File: src/rtl/i2c_slv_regctl.sv
// i2c_slv_regctl: register-access sequencer behind i2c_slv.
// A slave-write transaction is an 8-bit register pointer followed by data
// bytes, each written to the register bank with pointer auto-increment.
// A slave-read transaction prefetches the register at the pointer into a
// one-byte transmit buffer. rx_full/tx_empty hold i2c_slv in clock stretch
// while a bank access is outstanding.
// Ports:
//   clk, rstn                      clock, async active-low reset
//   sr_aas, sr_abgc, sr_srw        slave status from i2c_slv
//   rx_wr, rx_dat, rx_full         receive byte path / backpressure
//   tx_rd, tx_dat, tx_empty        transmit byte path / backpressure
//   reg_addr, reg_wr, reg_wdata,   register bank write handshake
//   reg_ack
//   reg_rd, reg_rdata, reg_rvalid  register bank read handshake
//   busy, err_to, err_clr          status, sticky timeout flag and clear
module i2c_slv_regctl #(
  parameter int ADDR_W  = 8,
  parameter int TIMEOUT = 255
) (
  input  logic              clk,
  input  logic              rstn,
  input  logic              sr_aas,
  input  logic              sr_abgc,
  input  logic              sr_srw,
  input  logic              rx_wr,
  input  logic [7:0]        rx_dat,
  output logic              rx_full,
  input  logic              tx_rd,
  output logic [7:0]        tx_dat,
  output logic              tx_empty,
  output logic [ADDR_W-1:0] reg_addr,
  output logic              reg_wr,
  output logic [7:0]        reg_wdata,
  input  logic              reg_ack,
  output logic              reg_rd,
  input  logic [7:0]        reg_rdata,
  input  logic              reg_rvalid,
  output logic              busy,
  output logic              err_to,
  input  logic              err_clr
);

  localparam logic [2:0] ST_IDLE   = 3'd0;
  localparam logic [2:0] ST_PTR    = 3'd1;
  localparam logic [2:0] ST_WDATA  = 3'd2;
  localparam logic [2:0] ST_WWAIT  = 3'd3;
  localparam logic [2:0] ST_RFETCH = 3'd4;
  localparam logic [2:0] ST_RWAIT  = 3'd5;
  localparam logic [2:0] ST_RREADY = 3'd6;

  logic [2:0]        state;
  logic [ADDR_W-1:0] ptr;
  logic              aas_q;
  logic              abort_q;
  logic [15:0]       cnt;
  logic              aas_rise;
  logic              aas_fall;
  logic              expire;
  logic              aborted;

  assign aas_rise = sr_aas & ~aas_q;
  assign aas_fall = aas_q & ~sr_aas;
  // cnt is cleared on entry to a wait state, so the request is held for
  // exactly TIMEOUT cycles before expiry.
  assign expire   = (cnt == 16'(TIMEOUT - 1));
  // An abort seen while a bank access is in flight is remembered so the
  // access can finish before returning to IDLE.
  assign aborted  = abort_q | aas_fall;
  assign reg_addr = ptr;
  assign busy     = (state != ST_IDLE);

  always_ff @(posedge clk or negedge rstn) begin
    if (!rstn) begin
      state     <= ST_IDLE;
      ptr       <= '0;
      aas_q     <= 1'b0;
      abort_q   <= 1'b0;
      cnt       <= '0;
      rx_full   <= 1'b0;
      tx_empty  <= 1'b1;
      tx_dat    <= '0;
      reg_wr    <= 1'b0;
      reg_rd    <= 1'b0;
      reg_wdata <= '0;
      err_to    <= 1'b0;
    end else begin
      aas_q <= sr_aas;
      if (err_clr) err_to <= 1'b0;

      case (state)
        ST_IDLE: begin
          abort_q <= 1'b0;
          if (aas_rise && !sr_abgc) state <= sr_srw ? ST_RFETCH : ST_PTR;
        end

        ST_PTR: begin
          if (!sr_aas) begin
            state    <= ST_IDLE;
            tx_empty <= 1'b1;
          end else if (rx_wr) begin
            ptr   <= ADDR_W'(rx_dat);
            state <= ST_WDATA;
          end
        end

        ST_WDATA: begin
          if (!sr_aas) begin
            state    <= ST_IDLE;
            tx_empty <= 1'b1;
          end else if (rx_wr) begin
            reg_wdata <= rx_dat;
            reg_wr    <= 1'b1;
            rx_full   <= 1'b1;
            cnt       <= '0;
            state     <= ST_WWAIT;
          end
        end

        ST_WWAIT: begin
          if (aas_fall) abort_q <= 1'b1;
          if (reg_ack || expire) begin
            reg_wr  <= 1'b0;
            rx_full <= 1'b0;
            ptr     <= ptr + ADDR_W'(1);
            abort_q <= 1'b0;
            if (!reg_ack) err_to <= 1'b1;
            state   <= aborted ? ST_IDLE : ST_WDATA;
          end else begin
            cnt <= cnt + 16'd1;
          end
        end

        ST_RFETCH: begin
          if (!sr_aas) begin
            state    <= ST_IDLE;
            tx_empty <= 1'b1;
          end else begin
            reg_rd <= 1'b1;
            cnt    <= '0;
            state  <= ST_RWAIT;
          end
        end

        ST_RWAIT: begin
          if (aas_fall) abort_q <= 1'b1;
          if (reg_rvalid || expire) begin
            reg_rd  <= 1'b0;
            abort_q <= 1'b0;
            if (!reg_rvalid) err_to <= 1'b1;
            if (aborted) begin
              // fetched byte is dropped; the pointer still addresses it
              state <= ST_IDLE;
            end else begin
              tx_dat   <= reg_rvalid ? reg_rdata : 8'hFF;
              tx_empty <= 1'b0;
              state    <= ST_RREADY;
            end
          end else begin
            cnt <= cnt + 16'd1;
          end
        end

        ST_RREADY: begin
          if (!sr_aas) begin
            state    <= ST_IDLE;
            tx_empty <= 1'b1;
          end else if (tx_rd) begin
            tx_empty <= 1'b1;
            ptr      <= ptr + ADDR_W'(1);
            state    <= ST_RFETCH;
          end
        end

        default: state <= ST_IDLE;
      endcase
    end
  end

endmodule

File: config.mk
export PLATFORM = sky130hd
export DESIGN_NAME = i2c_slv_regctl
export DESIGN_NICKNAME = d
export VERILOG_FILES = /design/src/rtl/i2c_slv_regctl.sv
export SDC_FILE = /design/constraint.sdc
export NUM_CORES = 1
export LEC_CHECK = 0
export ABC_CLOCK_PERIOD_IN_PS = 3200
export BUFFER_PORTS_ARGS = -buffer_cell sky130_fd_sc_hd__buf_4
export CORE_AREA = 2 2 73 75
export CTS_BUF_LIST = sky130_fd_sc_hd__clkbuf_4 sky130_fd_sc_hd__clkbuf_8 sky130_fd_sc_hd__clkbuf_16
export DETAILED_ROUTE_END_ITERATION = 8
export DIE_AREA = 0 0 75 77
export GPL_ROUTABILITY_DRIVEN = 0
export GPL_TIMING_DRIVEN = 0
export PLACE_DENSITY = 0.8
export SYNTH_ARGS = -nofsm -noshare
export SYNTH_HDL_FRONTEND = slang
export SYNTH_SLANG_ARGS = --single-unit
File: constraint.sdc
create_clock -name clk -period 3.2 [get_ports clk]
set_input_delay 0.16 -clock clk [delete_from_list [all_inputs] [get_ports clk]]
set_output_delay 0.16 -clock clk [all_outputs]
set_load 0.05 [all_outputs]
==> flow_summary.yaml <==
run_status:
  outcome: "complete, no violations"
logic_synthesis:
  avgSynthCellArea_um2: 9.716
  synth_top_flop_cell: "dfrtp_1"
  ys_async_sr_fraction: 1.000
  synthesis.yosys.warnings: 0
  synth_largest_type_area_fraction: 0.4463
  post_synth_inst_count: 277
  synthDistinctLibCells: 59
  synth_enable_flop_cells: 0
  yosys.area.top_type: "dfrtp_1"
  synth_sequential_area_ratio: 0.4561
  synth_area_leaders: "dfrtp_1 (45%), o21ai_0 (5.8%), mux2_2 (3.8%)"
  netlist_area_um2: 2691
  ys_ff_latch: 49
  syn_nets: 306
detailed_routing:
  routed-via-count: 2383
  drt_first_pass_iters: 4
  vias_per_cell: 5.798
  routed_wl_mm: 6.202
  drt-wirelength-per-cell_um: 15.09
  drtAntennaViolNets: 0
  initialDrtViolationCount: 99
  remaining_drc_errors: 0
clock_tree:
  tritoncts.num_buffers: 5
  clock_insertion_delay_worst_skew_ns: 0.30
  clockRootBuffer: "clkbuf_8"
  clk_pin_slew_worst_paths_ns: 0.09
  cts_tree: "yes"
  numClockSinks: 49
  max-clock-path-buffers: 2
  clock_tree.htree_level_count: 2
finish:
  final_nets: 369
  most_common_library_cell_in_the_layout_ignoring_fill_and_taps: "buf_4"
  antennaDiodeCount: 0
  layout_area_growth_over_synthesis_pct: 22.59
  fillCellCount: 414
  final_layout_size_suffix_gt1_frac: 0.2669
  postLayoutCoreUtil: 0.6629
  mostFrequentLayoutCells: "buf_4 (57), dfrtp_1 (48), o21ai_0 (31)"
global_routing:
  grt_pass1_wl_mm: 10.22
  grt_pass1_vias: 2283
  grt_remaining_overflow: 0
  gr-usage-all-layers: 0.2255
  grt_max_degree: 50
  grt_antenna_before_repair: 0
timing:
  setup_total_negative_slack_ns: 0
  final_setup_violation_count: 0
  tightestPinTransition_ns: 0.8780
  period_needed_ns: 2.552
  fin_skew_ns: 0.008150
  achievable-frequency_mhz: 391.9
  slew_violations: 0
  headroom_to_the_max_slew_limit: 0.4107
  hold_violations: 0
  timing.final.ws_setup_ns: 0.6483
  rsz_0062_raised_after_global_routing: "false"
  fin_crit_sh: 0.7974
power_and_ir_drop:
  leakagePower_nw: 1.442
  fin_total_pwr_mw: 3.100
  vdd_drop_max_v: 0.0007126
  cellPowerDensity_nw_per_um2: 939.6
critical_path:
  timing.critical_path.from: "state[1]$_DFFE_PN0P_"
  cpMostUsedCell: "clkbuf_1"
  timing.critical_path.max_delay_family: "compound AO/OA/AOI/OAI gates"
  setup.worst_path.class: "register to register"
  setup.worst_path.start_class: "register"
  cp.required_ns: 3.36
  r2r-start: "state[1]$_DFFE_PN0P_"
  cpMaxStageDelayCell: "o21ai_1"
  critical_path.cell_chain: "clkbuf_1 -> nor2b_1 -> clkbuf_1 -> o21ai_1 -> o221ai_4 -> buf_2 -> o21ai_0 -> o31ai_1"
  timing.critical_path.arrival_ns: 2.71
  cp_max_fo: 10
  endpoint_kind: "register"
  critPathBufInv: 3
  worst_path_largest_cell_delay_ns: 0.71
place:
  place.detailed.hpwl_mm: 4.428
  portBuffers: 55
  post-place-ws_ns: 0.6746
job:
  max_cap_viol_count: 0
floorplanning:
  std_cell_rows: 26
  core_region_area_um2: 4977
  floorplan.initialDensity: 0.5407
  die_height_um: 77
  chipWidth_um: 75
  die_area_um2: 5775
  boundaryPins: 56
hold_path:
  timing.hold.worst.class: "input pin to register"
  worstHoldStart: "sr_aas"
==> area by class of cell <==
| type | count | area (µm²) | share of cell area |
|---|---|---|---|
| multi-input cells | 199 | 1324 | 0.4012 |
| flip-flops and latches | 49 | 1227 | 0.3720 |
| repair buffers | 56 | 422.9 | 0.1282 |
| clock buffers | 8 | 97.59 | 0.02958 |
| plain buffers | 16 | 91.34 | 0.02768 |
| well taps | 70 | 87.58 | 0.02655 |
| inverters | 13 | 48.80 | 0.01479 |
==> cell families after synthesis <==
group                    Yosys count  share of synthesized area
flip-flops                        49                     0.4561
AND/OR/NAND/NOR                   88                     0.1855
multiplexers                      11                    0.04510
adder cells (fa/ha/maj)            3                    0.01395
buffers and inverters             29                    0.05206
AO/OA/AOI/OAI                     95                     0.2408
XOR/XNOR                           2                   0.006510
==> sequential cells by signal, summed over array words and instances (netlist names) <==
name,cells
abort_q,1
reg_addr,8
state,3
tx_dat,8
reg_wr,1
cnt,16
aas_q,1
reg_wdata,8
tx_empty,1
reg_rd,1
err_to,1
==> path summary, 6_finish.rpt <==
path | end | slack [ns] | depth (start not counted)
worst max register to register | cnt[14]$_DFFE_PN0P_ | 0.65 | 8
worst max-delay path | cnt[14]$_DFFE_PN0P_ | 0.65 | 8
min in group asynchronous | reg_wdata[3]$_DFFE_PN0P_ | 0.41 | 2
worst min-delay path | aas_q$_DFF_PN0_ | 0.03 | 1
max in group asynchronous | cnt[11]$_DFFE_PN0P_ | 2.38 | 2
worst min register to register | tx_empty$_DFFE_PN1P_ | 0.47 | 2
==> through the flow <==
step | instance area (µm²) | instances | hold slack (ns)
5_1_grt | 3299 | 411 | 0.02285
3_5_place_dp | 3192 | 402 | 0.2199
4_1_cts | 3299 | 411 | 0.02148
2_1_floorplan | 2691 | 277 | -0.1356
6_report | 3299 | 411 | 0.02811
3_3_place_gp | 3192 | 402 | 0.2136
==> synthesized netlist by cell type, drive strengths merged (4+ instances only) <==
master / count
dfrtp: 48
o21ai: 33
nand2: 22
a21oi: 17
nand3: 16
inv: 13
nor2: 10
clkbuf: 9
mux2: 9
o22a: 8
buf: 7
or3: 7
o31ai: 6
a31oi: 5
o22ai: 5
and3: 4
nor3: 4
==> per-layer routing <==
metal / wire length [µm] / GRT usage
met5: 0 / 0
met4: 75 / 0.07679
met3: 332 / 0.04731
met2: 3028 / 0.3579
met1: 2765 / 0.3028
==> where the power goes <==
group / switching, mW / internal (mW)
combinational: 1.15 / 0.597
sequential: 0.149 / 0.810
clock: 0.197 / 0.194
total: 1.50 / 1.60
==> what timing repair did <==
item / 4_1_cts / 5_1_grt
hold buffers: 1 / 0
setup buffers: 0 / 0
endpoints found under the hold margin: 48 / 0
setup endpoints to repair: 0 / 0
resized for setup: 0 / 0
Note: power is estimated with default switching activity, not from simulation.
